## src/rtl/mux_pipe_n.sv

```systemverilog
// mux_pipe_n: two-stage pipelined NUM_IN:1 word selector with valid/ready flow control.
// Rev 1.0 - group pre-select stage, final select stage, saturating out-of-range counter.
`default_nettype none

module mux_pipe_n #(
  parameter int WIDTH     = 32,
  parameter int NUM_IN    = 16,
  parameter int SEL_W     = 4,
  parameter int GROUP     = 4,
  parameter int ERR_CNT_W = 8
) (
  input  logic                    clk,
  input  logic                    rst,
  input  logic [NUM_IN*WIDTH-1:0] in_data,
  input  logic [SEL_W-1:0]        sel,
  input  logic                    in_valid,
  output logic                    in_ready,
  output logic [WIDTH-1:0]        out_data,
  output logic                    out_err,
  output logic                    out_valid,
  input  logic                    out_ready,
  output logic [ERR_CNT_W-1:0]    err_count
);

  localparam int                   C_NG      = (NUM_IN + GROUP - 1) / GROUP;
  localparam int                   C_LOG_G   = $clog2(GROUP);
  localparam logic [SEL_W:0]       C_NUM_IN  = (SEL_W + 1)'(NUM_IN);
  localparam logic [ERR_CNT_W-1:0] C_CNT_MAX = '1;

  if (2 ** SEL_W < NUM_IN) begin : g_sel_w_check
    $error("mux_pipe_n: SEL_W too narrow to address NUM_IN inputs");
  end

  // Input words padded out to a whole number of groups; padding reads as zero.
  logic [WIDTH-1:0] w_word [C_NG*GROUP];

  for (genvar i = 0; i < C_NG * GROUP; i++) begin : g_word
    if (i < NUM_IN) begin : g_real
      assign w_word[i] = in_data[i*WIDTH +: WIDTH];
    end else begin : g_pad
      assign w_word[i] = '0;
    end
  end

  logic [SEL_W-1:0] w_lo;
  logic [SEL_W-1:0] w_hi;
  logic             w_err;
  logic [WIDTH-1:0] w_cand [C_NG];
  logic [WIDTH-1:0] w_pick;
  logic             w_accept;
  logic             w_s2_load;

  logic                 s1_valid_q, s1_valid_d;
  logic [WIDTH-1:0]     cand_q [C_NG];
  logic [WIDTH-1:0]     cand_d [C_NG];
  logic [SEL_W-1:0]     hi_q, hi_d;
  logic                 err1_q, err1_d;
  logic                 out_valid_q, out_valid_d;
  logic [WIDTH-1:0]     out_data_q, out_data_d;
  logic                 out_err_q, out_err_d;
  logic [ERR_CNT_W-1:0] err_count_q, err_count_d;

  assign w_lo  = sel & SEL_W'(GROUP - 1);
  assign w_hi  = sel >> C_LOG_G;
  assign w_err = ({1'b0, sel} >= C_NUM_IN);

  always_comb begin
    for (int g = 0; g < C_NG; g++) begin
      w_cand[g] = '0;
      for (int k = 0; k < GROUP; k++) begin
        if (w_lo == SEL_W'(k)) w_cand[g] = w_word[g*GROUP + k];
      end
    end
  end

  always_comb begin
    w_pick = '0;
    for (int g = 0; g < C_NG; g++) begin
      if (hi_q == SEL_W'(g)) w_pick = cand_q[g];
    end
  end

  assign w_s2_load = s1_valid_q && (!out_valid_q || out_ready);
  assign in_ready  = !s1_valid_q || w_s2_load;
  assign w_accept  = in_valid && in_ready;

  always_comb begin
    s1_valid_d  = s1_valid_q;
    cand_d      = cand_q;
    hi_d        = hi_q;
    err1_d      = err1_q;
    out_valid_d = out_valid_q;
    out_data_d  = out_data_q;
    out_err_d   = out_err_q;
    err_count_d = err_count_q;

    if (w_accept) begin
      s1_valid_d = 1'b1;
      cand_d     = w_cand;
      hi_d       = w_hi;
      err1_d     = w_err;
    end else if (w_s2_load) begin
      s1_valid_d = 1'b0;
    end

    // Output data holds its last value when the beat drains without a refill.
    if (w_s2_load) begin
      out_valid_d = 1'b1;
      out_data_d  = err1_q ? '0 : w_pick;
      out_err_d   = err1_q;
      if (err1_q && (err_count_q != C_CNT_MAX)) err_count_d = err_count_q + ERR_CNT_W'(1);
    end else if (out_ready) begin
      out_valid_d = 1'b0;
    end
  end

  always_ff @(posedge clk) begin
    if (!rst) begin
      s1_valid_q  <= 1'b0;
      for (int g = 0; g < C_NG; g++) cand_q[g] <= '0;
      hi_q        <= '0;
      err1_q      <= 1'b0;
      out_valid_q <= 1'b0;
      out_data_q  <= '0;
      out_err_q   <= 1'b0;
      err_count_q <= '0;
    end else begin
      s1_valid_q  <= s1_valid_d;
      for (int g = 0; g < C_NG; g++) cand_q[g] <= cand_d[g];
      hi_q        <= hi_d;
      err1_q      <= err1_d;
      out_valid_q <= out_valid_d;
      out_data_q  <= out_data_d;
      out_err_q   <= out_err_d;
      err_count_q <= err_count_d;
    end
  end

  assign out_data  = out_data_q;
  assign out_err   = out_err_q;
  assign out_valid = out_valid_q;
  assign err_count = err_count_q;

endmodule

`default_nettype wire

```

## config.mk

```make
export PLATFORM = sky130hd
export DESIGN_NAME = mux_pipe_n
export DESIGN_NICKNAME = d
export VERILOG_FILES = /design/src/rtl/mux_pipe_n.sv
export SDC_FILE = /design/constraint.sdc
export NUM_CORES = 1
export LEC_CHECK = 0
export ABC_CLOCK_PERIOD_IN_PS = 3360
export CORE_AREA = 2 2 217 219
export DETAILED_ROUTE_END_ITERATION = 7
export DIE_AREA = 0 0 219 221
export HOLD_SLACK_MARGIN = 0.02
export PLACE_DENSITY = 0.51
export SLEW_MARGIN = 5
export SYNTH_ARGS = -nofsm -noshare
export SYNTH_HDL_FRONTEND = slang
export SYNTH_SLANG_ARGS = --single-unit
```

## constraint.sdc

```tcl
create_clock -name clk -period 3.36 [get_ports clk]
set_input_delay 0.672 -clock clk [delete_from_list [all_inputs] [get_ports clk]]
set_output_delay 0.672 -clock clk [all_outputs]
set_load 0.05 [all_outputs]
```

Word level (Yosys, flattened, before mapping)
Index checks and enable logic that the tools add are counted.
{"block": "classes", "mux": 24, "n_eq_ne": 6, "n_reduce_logical": 10}
{"operator": "32-bit two-way mux", "n": 20}
{"operator": "2-bit equality test (second input constant)", "n": 4}
{"operator": "4-bit logical NOT", "n": 2}
{"operator": "2-bit by 1-bit equality test with 1-bit output (second input constant)", "n": 2}
{"operator": "1-bit two-way mux", "n": 4}
{"operator": "2-bit nonzero test", "n": 2}
{"operator": "1-bit logical AND", "n": 2}
{"operator": "1-bit logical NOT", "n": 2}
{"operator": "1-bit logical OR", "n": 2}
{"block": "word_totals", "regBits": 164, "input_bits": 520, "wordCells": 48, "out_inout_bits": 43}

Logic depth before layout (Yosys ltp)
{"block": "logic_depth", "ltp_word": 6, "depth_mapped": 6, "mapped_depth_nobuf": 4}

Least setup slack after synthesis
OpenSTA, ideal clock, no wires.
{"block": "synth_timing", "path_type": "input port to flip-flop", "startpoint": "in out_ready", "endpoint": "reg cand_q[69] in the netlist's numbering", "setup_time_ps": 117, "path_stages": 6, "arrival_ps": 1738, "slack_ps": 1505, "required_ps": 3243, "path_buffers": 2, "path_cell_list": "and3b_1 inv_2 and3_4 buf_6 buf_2 a22o_1"}
{"block": "synth_between", "elab_chain_len": 4}
{"item": "start, declared", "line_no": "21", "source": "input logic out_ready,"}
{"item": "1-bit logical OR", "line_no": "83", "source": "assign w_s2_load = s1_valid_q && (!out_valid_q || out_ready);"}
{"item": "1-bit logical AND", "line_no": "83"}
{"item": "1-bit logical OR", "line_no": "84", "source": "assign in_ready = !s1_valid_q || w_s2_load;"}
{"item": "via in_ready", "line_no": "17", "source": "output logic in_ready,"}
{"item": "1-bit logical AND", "line_no": "85", "source": "assign w_accept = in_valid && in_ready;"}
{"item": "end, declared", "line_no": "54", "source": "logic [WIDTH-1:0] cand_q [C_NG];"}
The timed path passes the listed nets, and every way through them passes these cells.
A chain may end at the register's enable or synchronous reset.

Final worst setup path
{"block": "layout_timing", "startpoint": "in out_ready", "endpoint": "out in_ready"}
{"block": "layout_between", "elab_chain_len": 3}
{"item": "1-bit logical OR", "line_no": "83"}
{"item": "1-bit logical AND", "line_no": "83"}
{"item": "1-bit logical OR", "line_no": "84"}
{"item": "end, declared", "line_no": "17"}
No other way between the ends.

==> reports/qor.yml <==
ys_seq_area_frac: 0.3648
yosysWarningCount: 0
clk_path_buf_depth: 2
place_hpwl_um: 29590
clkPwrFrac: 0.356
endpoint: "in_ready"
grt_pass1_vias: 8723
period_share: 0.7025
areaGrowthSynthToFinish_pct: 73.82
fin_skew_ns: 0.008558
start_util: 0.1954
comb_power_share: 0.257
p_leak_nw: 5.616
ir_drop_mv: 0.2794
crit_type: "input port to output port"
end_kind: "output port"
fin_nets: 1625
grt_max_degree: 65
max_freq_ghz: 0.4236
syn_area_um2: 8999
hp-class: "register to register"
rrSetupSlack_ns: 1.51
std_cell_rows: 79
tritoncts: "yes"
io_buffers: 553
switching_share: 0.2525
rr_startpoint: "s1_valid_q"
synth_area_leaders: "mux4_2 (40%), dfxtp_1 (36%), a22o_1 (16%), buf_6 (3.6%), buf_2 (1.4%)"
whs_path_depth: 1
startpoint_type: "input port"
cap_violations: 0
cts_resized: 0
hold_violations: 0
slew_headroom: 0.4973
switching_power_w: 0.001418
final_util: 0.3396
placed_area_um2: 15040
grt_pass1_wl_um: 54760
antenna_found_initial: 1
ant_nets: 0
wl_per_cell_um: 21.69
finalWirelength_um: 37410
status: "finished clean"
tns_ns: 0
power_density_nw_per_um2: 359.1
grt_usage: 0.1521
setup_viol: 0
final_common_cell: "clkdlybuf4s50_1"
synth.distinct_cells: 20
fin_crit_ns: 2.360
synth_area_leader_cell: "mux4_2"
die_height_um: 221
rsz0062_at_grt: "no"
hold_buffers: 0
synth_top_area_frac: 0.4004
num_io_pins: 563
fin_area_um2: 15640
diodes: 0
htree_levels: 4
firstDrtPassIters: 5
final_cell_mix: "clkdlybuf4s50_1 (550), dfxtp_1 (162), mux4_2 (160), a22o_1 (160), clkbuf_16 (17)"
synth-seq-cells: 164
die_x_um: 219
cp_data_required_time_ns: 2.69
drive_gt1_frac: 0.2013
clock_latency_ns: 0.44
tightestPinTransition_ns: 0.7541
postSynthCellCount: 582
drc: 0
cts_made_buffers: 17
rr_endpoint: "cand_q[38]"
seq_power_share: 0.387
r2r_cells: 5
routabilityCongestion: 0.8380
post_cts.repair.setup_buffers: 0
drt-initial-drc-count: 357
gr-total-overflow: 0
crit_path_max_fanout: 6
synth.avg_cell_area_um2: 15.46
root_buffer: "clkbuf_16"
internal-power_w: 0.004199
dieArea_um2: 48400
via_per_inst: 4.477
core_area_um2: 46060
critPathLaunch: "out_ready"
arrival_ns: 1.69
maxSlewViolCount: 0
path_clk_slew_ns: 0.07
route.vias.total: 7722
clock-sinks: 164
[layout make-up]
type,instances,area (um2)
well taps,607,759.5
inverters,3,11.26
flip-flops and latches,164,3288
fillers,4548,30420
clock inverters,13,146.4
repair buffers,576,5823
clock buffers,19,452.9
multi-input cells,343,5160
[cell families (layout without fill, tap and decap cells)]
logic type             count (synthesis)  count (layout)  synth area share
AO/OA/AOI/OAI                        168             168            0.1623
flip-flops                           164             164            0.3648
multiplexers                         160             160            0.4004
buffers and inverters                 83             611           0.06730
AND/OR/NAND/NOR                        6               6          0.004728
other                                  1               9         0.0004167
[state kept, by name, indices dropped and copies added (netlist names)]
| name | flops |
|---|---|
| hi_q | 2 |
| out_data | 32 |
| cand_q | 128 |
| out_valid | 1 |
| s1_valid_q | 1 |
[power by group through the flow]
stage	registers [W]	clock network (W)	logic [W]
4_1_cts	0.00218	0.00206	0.00147
3_5_place_dp	0.00222	0	0.00146
3_3_place_gp	0.00222	0	0.00145
5_1_grt	0.00220	0.00214	0.00153
2_1_floorplan	0.00222	0	0.000657
6_report	0.00218	0.00200	0.00144
[per-layer routing]
metal	GRT usage	part of all wire
met5	0	0.00035
met4	0.03575	0.013
met3	0.04192	0.081
met2	0.2708	0.51
met1	0.1801	0.40
[metrics by stage]
step / setup slack [ns] / total power [W] / instances / hold slack (ns)
3_5_place_dp: 0.8055 / 0.003680 / 1693 / 0.4608
2_1_floorplan: 1.505 / 0.002873 / 590 / 0.4369
4_1_cts: 0.9806 / 0.005709 / 1725 / 0.4788
5_1_grt: 0.9440 / 0.005869 / 1725 / 0.4916
6_report: 0.9995 / 0.005617 / 1725 / 0.4723
3_3_place_gp: 0.8408 / 0.003670 / 1693 / 0.4559
[Yosys cell counts]
master    number
buf_6         29
and3_1         1
buf_2         25
a21boi_2       1
a21boi_1       1
nand2b_1       1
o21ai_0        2
nand3_1        2
buf_1          7
dfxtp_1      164
mux4_2       160
buf_4         12
clkbuf_1       7
a21boi_0       4
and3_4         1
inv_2          1
conb_1         1
a22o_1       160
and3b_1        1
inv_1          2
[critical path, stage by stage]
cell             delay (ns)
clkdlybuf4s50_1        0.46
and3b_1                0.20
inv_2                  0.12
buf_4                  0.22
[worst min path at each step]
stage               startpoint          to
global placement    cand_q[71]  cand_q[71]
CTS                 cand_q[93]  cand_q[93]
detailed placement  cand_q[30]  cand_q[30]
floorplan           cand_q[89]  cand_q[89]
global route        cand_q[27]  cand_q[27]
finish              cand_q[89]  cand_q[89]
No activity file was read; power rests on OpenSTA's default activity.
